File: config.mk
export PLATFORM = sky130hd
export DESIGN_NAME = acs_pmu4
export DESIGN_NICKNAME = d
export VERILOG_FILES = /design/src/rtl/acs_pmu4.sv
export SDC_FILE = /design/constraint.sdc
export NUM_CORES = 1
export LEC_CHECK = 0
export ABC_AREA = 1
export CAP_MARGIN = 25
export CELL_PAD_IN_SITES_DETAIL_PLACEMENT = 1
export CELL_PAD_IN_SITES_GLOBAL_PLACEMENT = 2
export CORE_MARGIN = 4
export CORE_UTILIZATION = 39
export CTS_BUF_LIST = sky130_fd_sc_hd__clkbuf_2 sky130_fd_sc_hd__clkbuf_4 sky130_fd_sc_hd__clkbuf_8
export CTS_CLUSTER_SIZE = 12
export DETAILED_ROUTE_END_ITERATION = 16
export DONT_BUFFER_PORTS = 1
export HOLD_SLACK_MARGIN = 0.12
export PLACE_DENSITY = 0.95
export SLEW_MARGIN = 20
export SYNTH_ARGS = -nofsm -noshare
export SYNTH_HDL_FRONTEND = slang
export SYNTH_SLANG_ARGS = --single-unit
File: constraint.sdc
create_clock -name clk -period 32.9 [get_ports clk]
set_clock_uncertainty 0.15 [all_clocks]
set_input_delay 6.58 -clock clk [delete_from_list [all_inputs] [get_ports clk]]
set_output_delay 6.58 -clock clk [all_outputs]
set_load 0.005 [all_outputs]
File: src/rtl/acs_pmu4.sv
// Add-compare-select and path-metric unit for a K=3, rate-1/2 (7,5) Viterbi decoder.
// One trellis step per accepted cycle, normalised metrics registered with 1-cycle latency.
module acs_pmu4 (
  input  logic       clk,
  input  logic       rst,
  input  logic       start,
  input  logic       in_valid,
  input  logic [1:0] bm_00,
  input  logic [1:0] bm_01,
  input  logic [1:0] bm_10,
  input  logic [1:0] bm_11,
  output logic       out_valid,
  output logic [3:0] dec,
  output logic [5:0] pm0,
  output logic [5:0] pm1,
  output logic [5:0] pm2,
  output logic [5:0] pm3,
  output logic [1:0] best_state
);

  localparam int DATA_W = 6;
  localparam logic [DATA_W-1:0] PM_INIT_HI = 6'd16;
  localparam logic [DATA_W:0]   PM_MAX     = 7'd63;

  logic [DATA_W-1:0] pm_q   [4];
  logic [DATA_W-1:0] pm_d   [4];
  logic [3:0]        dec_q, dec_d;
  logic [1:0]        best_q, best_d;
  logic              out_valid_q, out_valid_d;

  logic [DATA_W-1:0] prev  [4];
  logic [DATA_W:0]   cand0 [4];
  logic [DATA_W:0]   cand1 [4];
  logic [DATA_W:0]   newm  [4];
  logic [DATA_W-1:0] norm  [4];
  logic [3:0]        sel;
  logic [DATA_W:0]   min_new;
  logic [DATA_W-1:0] best_val;
  logic [1:0]        best_idx;

  function automatic logic [DATA_W-1:0] sat_pm(input logic [DATA_W:0] v);
    return (v > PM_MAX) ? PM_MAX[DATA_W-1:0] : v[DATA_W-1:0];
  endfunction

  function automatic logic [DATA_W:0] ext_bm(input logic [1:0] b);
    return {{(DATA_W-1){1'b0}}, b};
  endfunction

  // ACS: predecessors of state {u,n0} are {n0,0} (cand0) and {n0,1} (cand1)
  always_comb begin
    prev[0] = start ? '0         : pm_q[0];
    prev[1] = start ? PM_INIT_HI : pm_q[1];
    prev[2] = start ? PM_INIT_HI : pm_q[2];
    prev[3] = start ? PM_INIT_HI : pm_q[3];

    cand0[0] = {1'b0, prev[0]} + ext_bm(bm_00);
    cand1[0] = {1'b0, prev[1]} + ext_bm(bm_11);
    cand0[1] = {1'b0, prev[2]} + ext_bm(bm_10);
    cand1[1] = {1'b0, prev[3]} + ext_bm(bm_01);
    cand0[2] = {1'b0, prev[0]} + ext_bm(bm_11);
    cand1[2] = {1'b0, prev[1]} + ext_bm(bm_00);
    cand0[3] = {1'b0, prev[2]} + ext_bm(bm_01);
    cand1[3] = {1'b0, prev[3]} + ext_bm(bm_10);

    for (int n = 0; n < 4; n++) begin
      sel[n]  = cand1[n] < cand0[n];
      newm[n] = sel[n] ? cand1[n] : cand0[n];
    end

    min_new = newm[0];
    for (int n = 1; n < 4; n++)
      if (newm[n] < min_new) min_new = newm[n];

    for (int n = 0; n < 4; n++)
      norm[n] = sat_pm(newm[n] - min_new);

    // strict less-than keeps the lowest index on ties
    best_idx = 2'd0;
    best_val = norm[0];
    for (int n = 1; n < 4; n++) begin
      if (norm[n] < best_val) begin
        best_val = norm[n];
        best_idx = 2'(n);
      end
    end
  end

  always_comb begin
    pm_d        = pm_q;
    dec_d       = dec_q;
    best_d      = best_q;
    out_valid_d = 1'b0;
    if (in_valid) begin
      pm_d        = norm;
      dec_d       = sel;
      best_d      = best_idx;
      out_valid_d = 1'b1;
    end else if (start) begin
      pm_d[0] = '0;
      pm_d[1] = PM_INIT_HI;
      pm_d[2] = PM_INIT_HI;
      pm_d[3] = PM_INIT_HI;
      dec_d   = '0;
      best_d  = '0;
    end
  end

  // state register
  always_ff @(posedge clk or posedge rst) begin
    if (rst) begin
      pm_q[0]     <= '0;
      pm_q[1]     <= PM_INIT_HI;
      pm_q[2]     <= PM_INIT_HI;
      pm_q[3]     <= PM_INIT_HI;
      dec_q       <= '0;
      best_q      <= '0;
      out_valid_q <= 1'b0;
    end else begin
      pm_q        <= pm_d;
      dec_q       <= dec_d;
      best_q      <= best_d;
      out_valid_q <= out_valid_d;
    end
  end

  assign out_valid  = out_valid_q;
  assign dec        = dec_q;
  assign best_state = best_q;
  assign pm0        = pm_q[0];
  assign pm1        = pm_q[1];
  assign pm2        = pm_q[2];
  assign pm3        = pm_q[3];

endmodule
Word-level counts from Yosys, hierarchy flattened
Index checks and enable logic that the tools add are counted.
{"block": "totals", "output_inout_bits": 31, "register_bits": 31, "word_cells": 61}
{"block": "classes", "n_addsub": 12, "reduce_logical": 1, "muxes": 27, "magnitude_cmp": 14}
{"operator": "6-bit two-way mux", "count": 10}
{"operator": "6-bit by 2-bit adder with 7-bit output", "count": 8}
{"operator": "7-bit less-than comparator", "count": 7}
{"operator": "7-bit two-way mux", "count": 7}
{"operator": "24-bit two-way mux", "count": 2}
{"operator": "7-bit by 6-bit greater-than comparator with 1-bit output (second input constant)", "count": 4}
{"operator": "7-bit subtractor", "count": 4}
{"operator": "6-bit less-than comparator", "count": 3}
{"operator": "2-bit two-way mux", "count": 4}
{"operator": "4-bit two-way mux", "count": 2}
{"operator": "1-bit two-way mux", "count": 2}
{"operator": "2-bit nonzero test", "count": 1}

Depth between registers and ports, before layout
{"block": "logic_depth", "depth_word": 20, "mapped_depth": 89}

Worst setup path after synthesis
No wires, ideal clock.
{"block": "synth_path", "path_kind": "in2reg", "from": "input start", "to": "register best_q[1], in the netlist best_state[1]", "setup_time_ps": 66, "stages": 82, "arrival_ps": 16719, "path_slack_ps": 15965, "cell_sequence": "buf_6 -> buf_2 -> nor2_1 -> ha_1 -> ha_1 -> inv_1 -> nand2_1 -> xor2_1 -> inv_1 -> ha_1 -> a21oi_1 -> nand2_1 -> nand2_1 -> nand2_1 -> a21oi_1 -> nand2_1 -> nand2_2 -> nand2_4 -> [... 46 more ...] -> clkbuf_1 -> o21ai_0 -> ha_1 -> a21oi_1 -> nor2_1 -> a211oi_1 -> nand2_2 -> buf_2 -> nand2_1 -> o21ai_0 -> ha_1 -> a21oi_1 -> nor2_1 -> a211oi_1 -> nand2_1 -> nand2_1 -> nand2_1 -> nand2_1"}
{"block": "synth_between", "elab_chain_cells": 20}
{"item": "from (decl)", "line_no": "6", "text": "input logic start,"}
{"item": "6-bit two-way mux, on equally long branches"}
{"item": "6-bit by 2-bit adder with 7-bit output, on equally long branches"}
{"item": "7-bit less-than comparator", "line_no": "66", "text": "sel[n] = cand1[n] < cand0[n];"}
{"item": "7-bit two-way mux", "line_no": "67", "text": "newm[n] = sel[n] ? cand1[n] : cand0[n];"}
{"item": "7-bit less-than comparator", "line_no": "72", "text": "if (newm[n] < min_new) min_new = newm[n];"}
{"item": "7-bit two-way mux", "line_no": "72"}
{"item": "7-bit less-than comparator", "line_no": "72"}
{"item": "7-bit two-way mux", "line_no": "72"}
{"item": "[... 4 more ...]"}
{"item": "6-bit two-way mux", "line_no": "42", "text": "return (v > PM_MAX) ? PM_MAX[DATA_W-1:0] : v[DATA_W-1:0];"}
{"item": "6-bit less-than comparator", "line_no": "81", "text": "if (norm[n] < best_val) begin"}
{"item": "6-bit two-way mux", "line_no": "81"}
{"item": "6-bit less-than comparator", "line_no": "81"}
{"item": "6-bit two-way mux", "line_no": "81"}
{"item": "6-bit less-than comparator", "line_no": "81"}
{"item": "2-bit two-way mux", "line_no": "81"}
{"item": "2-bit two-way mux", "line_no": "93", "text": "if (in_valid) begin"}
{"item": "to (signal assigned)", "line_no": "121", "text": "best_q <= best_d;"}
{"item": "to (decl)", "line_no": "28", "text": "logic [1:0] best_q, best_d;"}
Parallel ways exist; a longest one is shown, timed or not.
A chain may end at the register's enable or synchronous reset.

Final worst setup path
Ends and elaborated chain as after synthesis.

==> results_dict.tcl <==
set metrics [dict create \
    synth_edf_count 0 \
    slew_headroom_pct 35.4 \
    numCtsBuffers 5 \
    die_x_um 132 \
    cts_resized 0 \
    holdBufCountCts 0 \
    cp.required_ns 32.98 \
    initial_utilization_pct 40.4 \
    synth-main-ff-cell "dfrtp_1" \
    synthTopCellsByArea "nand2_1, ha_1, dfrtp_1" \
    drv_slew 0 \
    path_buf_inv 11 \
    hp-class "reg2reg" \
    synthesis.area_um2 5960 \
    rows 44 \
    finalNonFillerCells 1173 \
    crit_fanout 16 \
    async_flop_share_pct 100 \
    hold_depth 2 \
    synth.most_common_cell "nand2_1" \
    slowest_stage "o21ai_0" \
    core_um2 14800 \
    crit_path_max_incr_delay_ns 0.56 \
    globalplace.congestion 0.896 \
    worst_pin_slew_ns 0.958 \
    vias 6222 \
    clock_latency_ns 0.29 \
    crit_path_end_kind "flop" \
    placed_cells 1165 \
    routed_wl_um 20700 \
    synthCells 989 \
    ys_warn_count 0 \
    path_class "in2reg" \
    path_depth 76 \
    syn_area_per_cell_um2 6.03 \
    ys_ff_latch 31 \
    worstPathArrival_ns 18.37 \
    nets 1071 \
    die_h_um 132 \
    grt_pass1_vias 6583 \
    detail-route-antenna-nets 0 \
    grt_max_degree 22 \
    first_pass_iters 4 \
    cts_sinks 31 \
    cts_buffer_depth 2 \
    cts.htree.levels 2 \
    rsz0062_at_grt "false" \
    min_period_ns 18.28 \
    place_hpwl_um 18200 \
    timing.final.crit_share_pct 55.6 \
    clkTransAtPathRegs_ns 0.07 \
    cts_tree "done" \
    max_freq_mhz 54.7 \
    port_buffers 0 \
    synth_fp_nets 1072 \
    io_pins 43 \
    grt_overflow_total 0 \
    drcViolationCount 0 \
    critPathMostFrequentCell "nand2_1" \
    drive_gt1_share_pct 9.71 \
    dieArea_um2 17300 \
    hold_viol_final 0 \
    avgViaCountPerCell 5.30 \
    start_kind "primary input" \
    status "complete, no violations" \
    syn2layout_area_growth_pct 4.76 \
    n_antenna_cell 0 \
    ys_seq_area_share_pct 13.1 \
    cts_root_buf "clkbuf_8" \
    synth_cell_types 45 \
    synth_largest_area_cell "nand2_1" \
    post_cts_buffers 0 \
    cap_violations 0 \
    yosysTopAreaCellShare_pct 18.5 \
    setup_viol 0 \
    tns_ns 0 \
    crit_family "simple AND/OR/NAND/NOR gates" \
    antenna_found_initial 0 \
    grt.total_usage_pct 23.9 \
    drt-wirelength-per-cell_um 17.7 \
    grt_pass1_wl_um 33700 \
    r2r_cells 71 \
    dr.first_iter.drc_count 326 \
    synth_common_cells "nand2_1, inv_1, nand3_1, ha_1, nor2_1" \
]
-- layout by cell type, fill, tap and decap left out, types with 2 or more instances in the layout --
master	synthesis	layout
a31oi_1	3	3
xor2_1	33	33
o21bai_1	2	2
a21oi_2	2	2
nor3_1	6	6
a21oi_4	3	3
buf_4	1	5
inv_1	161	161
dfstp_2	3	3
inv_2	10	10
clkbuf_8	0	6
nand3_2	14	14
dfrtp_1	28	28
ha_1	71	71
a21o_1	2	2
o21ai_1	3	3
a211oi_1	3	3
nand3_1	87	87
nand2_4	4	4
o211ai_1	3	3
o21ai_0	61	61
nand4_1	12	12
xnor2_1	10	10
o21a_1	3	3
nor2_1	67	67
nor2_2	9	9
a21oi_1	30	30
nor2_4	2	2
nand2_1	294	294
nand2_2	29	29
o22ai_1	10	10
-- through the flow --
stage                     setup slack (ns)  area (µm²)  hold slack, ns  utilization (%)
after floorplan                      15.97        5960           0.322                -
after global placement               14.85        6130           0.352             41.6
after detailed placement             14.50        6130           0.351             41.6
after CTS                            14.74        6250           0.369             42.4
after global routing                 13.37        6250           0.416             42.4
final                                14.62        6250           0.366             42.4
-- state kept, by name (all words and copies together), names as in the netlist --
name and cells:
pm2 6, best_state 2, dec 4, pm3 6, pm0 6, pm1 6
out_valid 1
-- tightest hold or removal path, stage by stage, from the launching register on --
cell     delay, ns
dfrtp_1       0.37
nand2_1       0.06
nand2_1       0.06
-- cell families after synthesis --
group           Yosys count  synth area share [%]
buf+inv                 186                  12.6
compound gates          128                  12.5
fa+ha+maj                71                  14.9
flops                    31                  13.1
simple gates            529                  40.3
xor+xnor                 44                  6.59
-- layer usage --
layer / up-vias / part of all wire, % / track usage, %
met4: 0 / 3.0 / 7.18
li1: 3157 / - / -
met2: 122 / 50 / 43.8
met1: 2902 / 43 / 29.0
met5: - / 0 / 0
met3: 41 / 4.0 / 3.33
-- cell type report --
cell class	instances	area, µm²
multi-input combinational	772	4430
inverter	173	652
tap	184	230
timing repair buffer	5	37.5
fill	2070	8510
clock buffer	6	82.6
sequential	31	779
clock inverter	2	35.0
-- final timing paths --
check                         startpoint            end  slack (ns)
max in group asynchronous            rst         pm3[4]       25.88
min reg2reg                best_state[1]  best_state[1]        0.37
max                                start  best_state[1]       14.62
max reg2reg                       pm3[1]  best_state[1]       20.57
min                        best_state[1]  best_state[1]        0.37
min in group asynchronous            rst         pm0[2]        6.01
Power is left out: the tool's default activity adds up to more than one toggle a clock period on the data nets, which glitch-free logic cannot reach.
